===== src/rtl/siso_arb_ctrl.sv =====
// Two-requester round-robin serializer: grants one parallel word at a time
// and shifts it out LSB-first on a single serial lane, with a hold input.
module siso_arb_ctrl #(
  parameter int WIDTH = 4
) (
  input  logic             clk,
  input  logic             resetn,
  input  logic             req0_valid,
  input  logic [WIDTH-1:0] req0_data,
  output logic             req0_ready,
  input  logic             req1_valid,
  input  logic [WIDTH-1:0] req1_data,
  output logic             req1_ready,
  input  logic             hold,
  output logic             sout,
  output logic             sout_valid,
  output logic             owner,
  output logic             busy,
  output logic             done
);

  localparam int CW = (WIDTH > 1) ? $clog2(WIDTH) : 1;
  localparam logic [CW-1:0] LAST = CW'(WIDTH - 1);

  localparam logic [1:0] S_IDLE  = 2'd0;
  localparam logic [1:0] S_SHIFT = 2'd1;
  localparam logic [1:0] S_DONE  = 2'd2;

  logic [1:0]       state;
  logic [WIDTH-1:0] shreg;
  logic [CW-1:0]    cnt;
  logic             prio;
  logic             idle;

  assign idle = (state == S_IDLE);

  // prio only matters when both request; a lone requester always wins
  always_comb begin
    req0_ready = idle & req0_valid & (~req1_valid | ~prio);
    req1_ready = idle & req1_valid & (~req0_valid |  prio);
  end

  assign sout       = (state == S_SHIFT) & shreg[0];
  assign sout_valid = (state == S_SHIFT) & ~hold;
  assign busy       = (state == S_SHIFT) | (state == S_DONE);
  assign done       = (state == S_DONE);

  always_ff @(posedge clk) begin
    if (!resetn) begin
      state <= S_IDLE;
      shreg <= '0;
      cnt   <= '0;
      prio  <= 1'b0;
      owner <= 1'b0;
    end else begin
      case (state)
        S_IDLE: begin
          if (req0_ready) begin
            shreg <= req0_data;
            owner <= 1'b0;
            cnt   <= '0;
            state <= S_SHIFT;
          end else if (req1_ready) begin
            shreg <= req1_data;
            owner <= 1'b1;
            cnt   <= '0;
            state <= S_SHIFT;
          end
        end
        S_SHIFT: begin
          if (!hold) begin
            shreg <= shreg >> 1;
            cnt   <= cnt + CW'(1);
            if (cnt == LAST) state <= S_DONE;
          end
        end
        S_DONE: begin
          prio  <= ~owner;
          state <= S_IDLE;
        end
        default: state <= S_IDLE;
      endcase
    end
  end

endmodule


===== config.mk =====
export PLATFORM = sky130hd
export DESIGN_NAME = siso_arb_ctrl
export DESIGN_NICKNAME = d
export VERILOG_FILES = /design/src/rtl/siso_arb_ctrl.sv
export SDC_FILE = /design/constraint.sdc
export NUM_CORES = 1
export LEC_CHECK = 0
export ABC_CLOCK_PERIOD_IN_PS = 3950
export CORE_MARGIN = 5
export CORE_UTILIZATION = 46
export CTS_CLUSTER_DIAMETER = 80
export DETAILED_ROUTE_END_ITERATION = 8
export GPL_TIMING_DRIVEN = 0
export PLACE_DENSITY = 0.8
export SETUP_SLACK_MARGIN = 0.4
export SLEW_MARGIN = 20
export SYNTH_ARGS = -nofsm -noshare
export SYNTH_HDL_FRONTEND = slang
export SYNTH_SLANG_ARGS = --single-unit

===== constraint.sdc =====
create_clock -name clk -period 3.95 [get_ports clk]
set_input_delay 0.79 -clock clk [delete_from_list [all_inputs] [get_ports clk]]
set_output_delay 0.79 -clock clk [all_outputs]
set_load 0.01 [all_outputs]

==> results of run 1 <==
-- power groups by stage --
stage	clock [mW]	combinational [mW]	sequential, mW
floorplan	0	0.213	0.150
global placement	0	0.305	0.152
detailed placement	0	0.313	0.153
CTS	0.0977	0.315	0.151
global route	0.104	0.345	0.156
finish	0.0954	0.312	0.151
-- cell usage after synthesis --
| cell | number | area [um2] |
|---|---|---|
| sky130_fd_sc_hd__dfxtp_1 | 10 | 200 |
| sky130_fd_sc_hd__o21ai_0 | 6 | 30.0 |
| sky130_fd_sc_hd__ha_1 | 5 | 62.6 |
| sky130_fd_sc_hd__inv_1 | 5 | 18.8 |
| sky130_fd_sc_hd__nor2_1 | 5 | 18.8 |
| sky130_fd_sc_hd__a21oi_1 | 4 | 20.0 |
| sky130_fd_sc_hd__a41oi_1 | 3 | 26.3 |
| sky130_fd_sc_hd__mux2i_1 | 3 | 30.0 |
| sky130_fd_sc_hd__nand2_1 | 3 | 11.3 |
| sky130_fd_sc_hd__nand3b_1 | 3 | 22.5 |
| sky130_fd_sc_hd__or3b_1 | 3 | 26.3 |
| sky130_fd_sc_hd__and2_1 | 2 | 12.5 |
| sky130_fd_sc_hd__nand2b_1 | 2 | 12.5 |
| sky130_fd_sc_hd__a2111oi_2 | 1 | 15.0 |
| sky130_fd_sc_hd__a211oi_1 | 1 | 7.51 |
| sky130_fd_sc_hd__a211oi_4 | 1 | 20.0 |
| sky130_fd_sc_hd__and2b_1 | 1 | 7.51 |
| sky130_fd_sc_hd__clkbuf_1 | 1 | 3.75 |
| sky130_fd_sc_hd__nand3_2 | 1 | 10.0 |
| sky130_fd_sc_hd__nor2_2 | 1 | 6.26 |
| sky130_fd_sc_hd__nor2b_1 | 1 | 6.26 |
| sky130_fd_sc_hd__nor3b_4 | 1 | 18.8 |
| sky130_fd_sc_hd__o221a_2 | 1 | 11.3 |
-- kinds of logic (layout without fill, tap and decap cells) --
family | after synthesis | after routing | synth area share
adders and majority gates | 5 | 5 | 0.105
DFF | 10 | 10 | 0.335
buffers and inverters | 6 | 29 | 0.0377
and+or+nand+nor | 23 | 23 | 0.255
AOI/OAI and AO/OA | 17 | 17 | 0.218
muxes | 3 | 3 | 0.0502
-- registers in the layout, indices dropped and copies added, names as in the netlist --
signal  flops
prio        1
state       2
cnt         2
owner       1
shreg       4
-- worst max-delay path: stages --
cell and delay, ns:
sky130_fd_sc_hd__clkdlybuf4s50_1 0.48, sky130_fd_sc_hd__nand2_1 0.13, sky130_fd_sc_hd__nand3_2 0.18, sky130_fd_sc_hd__inv_1 0.09, sky130_fd_sc_hd__clkdlybuf4s50_1 0.53
-- metal layers --
layer | vias to the layer above | routed length, um | GRT usage
met5 | - | 0 | 0
met4 | 0 | 16 | 0.0682
met3 | 2 | 85 | 0.0352
met2 | 15 | 631 | 0.239
met1 | 248 | 605 | 0.200
li1 | 275 | - | -
-- through the flow --
step	total power, mW	hold WS, ns
6_report	0.558	0.482
5_1_grt	0.605	0.520
4_1_cts	0.563	0.490
3_5_place_dp	0.466	0.478
3_3_place_gp	0.457	0.461
2_1_floorplan	0.362	0.444
-- final cells by class --
class	count	area, um2
plain buffers	1	3.75
clock buffers	4	36.3
fillers	114	425
inverters	5	18.8
multi-input cells	48	375
flip-flops and latches	10	200
well taps	15	18.8
repair buffers	19	190
-- final timing paths --
check              from          to  depth (start not counted)
min reg2reg      cnt[1]      cnt[1]                          2
max          req1_valid  req0_ready                          5
min              cnt[1]      cnt[1]                          2
max reg2reg    state[1]    shreg[3]                          6
==> flow_summary.yaml, run 1 <==
floorplan:
  core_area_um2: 1270
  placement_rows: 13
  num_io_pins: 20
  floorplan.die.width_um: 46.1
  die-height_um: 46.1
  die_area_um2: 2120
  initial_core_util: 0.471
layout:
  final_antenna_diode_count: 0
  post_route_cells_drive_above_1_share: 0.115
  final_common_cell: "sky130_fd_sc_hd__clkdlybuf4s50_1"
  nets: 106
  flow.area_growth_from_synthesis_pct: 41.0
  fin_util: 0.665
  finalNonFillerCells: 102
  mostFrequentLayoutCells: "sky130_fd_sc_hd__clkdlybuf4s50_1, sky130_fd_sc_hd__dfxtp_1, sky130_fd_sc_hd__o21ai_0"
  final_design_area_no_fill_um2: 843
timing:
  final.setup_skew_ns: 0.00507
  final.setup.worst_slack_ns: 0.960
  setup_total_negative_slack_ns: 0
  relSlewSlack: 0.758
  timing.final.hold_violations: 0
  timing.final.max_slew_violations: 0
  finalCritPeriodShare: 0.757
  worstMarginPinSlew_ns: 0.362
  fmax_ghz: 0.334
  report.final.setup_viol: 0
  rsz0062_at_grt: "false"
  period_needed_ns: 2.99
placement:
  placed_cells_incl_taps: 98
  place.detailed.hpwl_um: 1040
  gp_congestion: 0.713
  placement.io_buffers: 19
  postPlaceCellArea_um2: 807
  post-place-ws_ns: 0.963
synth:
  netlist-cell-type-count: 23
  syn-mean-instance-area_um2: 9.34
  synth_cells: 64
  synth_fp_nets: 82
  synth-seq-area-share: 0.335
  ys.warnings.count: 0
  ys_ff_latch: 10
  mappedNetlistArea_um2: 598
power:
  total_leakage_power_nw: 0.333
  power.sequential.fraction: 0.270
  clockPowerShare: 0.171
  internal-power_mw: 0.341
  comb_power_share: 0.559
  power.density_nw_per_um2: 661
  power.switching_fraction: 0.388
  vdd_ir_drop_max_v: 0.000311
  net_switching_mw: 0.217
routing:
  drc_violation_total_after_the_first_tritonroute_iteration: 6
  num_vias: 540
  drcViolationCount: 0
  detail_route.vias_per_cell: 5.29
  route.final.wire_length_um: 1340
  first_pass_iters: 3
  detail-route-antenna-nets: 0
  wl_per_cell_um: 13.1
setup_path:
  worstPathArrival_ns: 2.20
  worstPathMaxFanout: 9
  critical_path.startpoint_type: "input port"
  worst_path_class_setup: "input port to output pin"
  worst-endpoint-required_ns: 3.16
  worst_setup_path_end_kind: "output pin"
  setup.reg_to_reg.worst_slack_ns: 2.26
global_routing:
  grt_max_degree: 11
  first_pass_grt_wire_length_um: 2330
  gr-usage-all-layers: 0.154
  antenna_found_initial: 0
  global_route.overflow_total: 0
  number_of_global_route_vias_before_repair: 512
run:
  max-cap-violations: 0
run_status:
  outcome: "finished clean"
clock_network:
  post_cts_buffers: 0
  cts_buffers: 3
  number_of_cells_upsized_or_downsized_after_cts: 0
  clock_tree.htree_level_count: 1
  cts.hold.buffers_added: 0
  root_buffer: "sky130_fd_sc_hd__clkbuf_4"
  numClockSinks: 10
  clk_path_buf_depth: 2
  clock_tree_from_tritoncts: "done"
  worst_setup_hold_path_clk_slew_ns: 0.07
  worstSkewPairLatency_ns: 0.27
worst_hold_path:
  hold_path_class: "flop to flop"
(Power assumes the default switching activity.)
==> run 2, diff against run 1 <==
- ABC_CLOCK_PERIOD_IN_PS: 3950 -> 2800
- CORE_UTILIZATION: 46 -> 43
- PLACE_DENSITY: 0.8 -> 0.76
- clock period: 3.95 -> 2.8 ns (I/O delays scaled with it)
==> flow_summary.yaml, run 2 (same netlist as run 1, synthesis figures left out) <==
timing:
  relSlewSlack: 0.765
  timing.final.hold_violations: 0
  setup_total_negative_slack_ns: 0
  period_needed_ns: 2.38
  final.setup.worst_slack_ns: 0.423
  fmax_ghz: 0.421
  final.setup_skew_ns: 0.00155
  finalCritPeriodShare: 0.849
  timing.final.max_slew_violations: 0
  report.final.setup_viol: 0
  worstMarginPinSlew_ns: 0.351
  rsz0062_at_grt: "true"
floorplan:
  placement_rows: 13
  num_io_pins: 20
  core_area_um2: 1300
  die_area_um2: 2240
  die-height_um: 47.3
  initial_core_util: 0.460
  floorplan.die.width_um: 47.3
power:
  comb_power_share: 0.590
  total_leakage_power_nw: 0.338
  power.switching_fraction: 0.394
  net_switching_mw: 0.299
  power.density_nw_per_um2: 900
  vdd_ir_drop_max_v: 0.000490
  power.sequential.fraction: 0.282
  internal-power_mw: 0.458
  clockPowerShare: 0.128
global_routing:
  global_route.overflow_total: 0
  number_of_global_route_vias_before_repair: 541
  grt_max_degree: 11
  antenna_found_initial: 0
  gr-usage-all-layers: 0.136
  first_pass_grt_wire_length_um: 2170
worst_hold_path:
  timing.hold.worst_path_depth: 2
  hold_path_class: "flop to flop"
  hold_path_end: "cnt[1]"
  hold_path.startpoint: "cnt[1]"
layout:
  nets: 106
  largest-register: "shreg"
  mostFrequentLayoutCells: "sky130_fd_sc_hd__clkdlybuf4s50_1, sky130_fd_sc_hd__dfxtp_1, sky130_fd_sc_hd__o21ai_0"
  fillCellCount: 122
  final_common_cell: "sky130_fd_sc_hd__clkdlybuf4s50_1"
  final_antenna_diode_count: 0
  flow.area_growth_from_synthesis_pct: 40.6
  biggestRegsByFlops: "shreg (4), cnt (2), state (2)"
  max_reg_flops: 4
  post_route_cells_drive_above_1_share: 0.140
placement:
  place.detailed.hpwl_um: 1020
  placement.io_buffers: 19
  gp_congestion: 0.767
  post-place-ws_ns: 0.267
routing:
  first_pass_iters: 4
  detail-route-antenna-nets: 0
  detail_route.vias_per_cell: 5.24
  drcViolationCount: 0
  wl_per_cell_um: 12.9
  route.final.wire_length_um: 1300
  num_vias: 529
  drc_violation_total_after_the_first_tritonroute_iteration: 16
setup_path:
  setup.reg_to_reg.worst_slack_ns: 1.07
  r2r-end: "shreg[3]"
  critical_path.startpoint_type: "flop"
  worst-endpoint-required_ns: 2.24
  worst_setup_path_end_kind: "output pin"
  timing.reg2reg.worst_path_depth: 6
  worst_path_class_setup: "flop to output pin"
  worstPathArrival_ns: 1.82
  worstPathMaxFanout: 10
  worst_r2r_startpoint: "state[0]"
clock_network:
  root_buffer: "sky130_fd_sc_hd__clkbuf_4"
  post_cts_buffers: 0
  clock_tree.htree_level_count: 1
  worst_setup_hold_path_clk_slew_ns: 0.06
  cts_buffers: 3
  worstSkewPairLatency_ns: 0.26
  clk_path_buf_depth: 2
  numClockSinks: 10
  clock_tree_from_tritoncts: "done"
run_status:
  outcome: "finished clean"
run:
  max-cap-violations: 0
run 2: how the worst max path moves through the flow:
stage               slack [ns]       start         end
floorplan                 1.17    state[1]        sout
global placement          0.27  req0_valid  req0_ready
detailed placement        0.27  req1_valid  req0_ready
CTS                       0.33    state[1]        sout
global route              0.34    state[1]        sout
finish                    0.42    state[1]        sout
run 2: metal layers:
metal | vias to the layer above | GRT usage | routed length [um]
li1 | 277 | - | -
met4 | 0 | 0.0663 | 13
met1 | 244 | 0.166 | 605
met3 | 2 | 0.0230 | 42
met2 | 6 | 0.227 | 641
met5 | - | 0 | 0
run 2: power groups by stage:
stage / clock [mW] / sequential, mW / combinational [mW]
2_1_floorplan: 0 / 0.211 / 0.300
3_3_place_gp: 0 / 0.215 / 0.434
3_5_place_dp: 0 / 0.216 / 0.439
4_1_cts: 0.0987 / 0.214 / 0.446
5_1_grt: 0.106 / 0.222 / 0.500
6_report: 0.0968 / 0.213 / 0.447
run 2: layout make-up:
cell class | count | area [um2] | area share
Sequential cell | 10 | 200 | 0.238
Timing Repair Buffer | 19 | 185 | 0.220
Tap cell | 15 | 18.8 | 0.0223
Buffer | 1 | 7.51 | 0.00893
Multi-Input combinational cell | 48 | 388 | 0.461
Clock buffer | 3 | 22.5 | 0.0268
Inverter | 5 | 18.8 | 0.0223
run 2: what timing repair did:
| item | CTS | global route |
|---|---|---|
| hold buffers | 0 | 0 |
| gates resized for setup | 7 | 3 |
| endpoints found under the setup margin | 4 | 2 |
run 2: through the flow:
stage	std cells	area, um2	hold WS [ns]	utilization	power [mW]
global route	101	841	0.503	0.646	0.827
global placement	98	807	0.462	0.620	0.648
floorplan	64	598	0.444	-	0.511
CTS	101	836	0.482	0.642	0.758
detailed placement	98	807	0.471	0.620	0.655
finish	101	841	0.479	0.646	0.757
run 2: critical path, cell delays in order (launching register included):
cell and delay (ns):
sky130_fd_sc_hd__dfxtp_1 0.32, sky130_fd_sc_hd__inv_1 0.10, sky130_fd_sc_hd__ha_2 0.27, sky130_fd_sc_hd__clkbuf_4 0.21, sky130_fd_sc_hd__and2_1 0.13, sky130_fd_sc_hd__clkdlybuf4s50_1 0.52
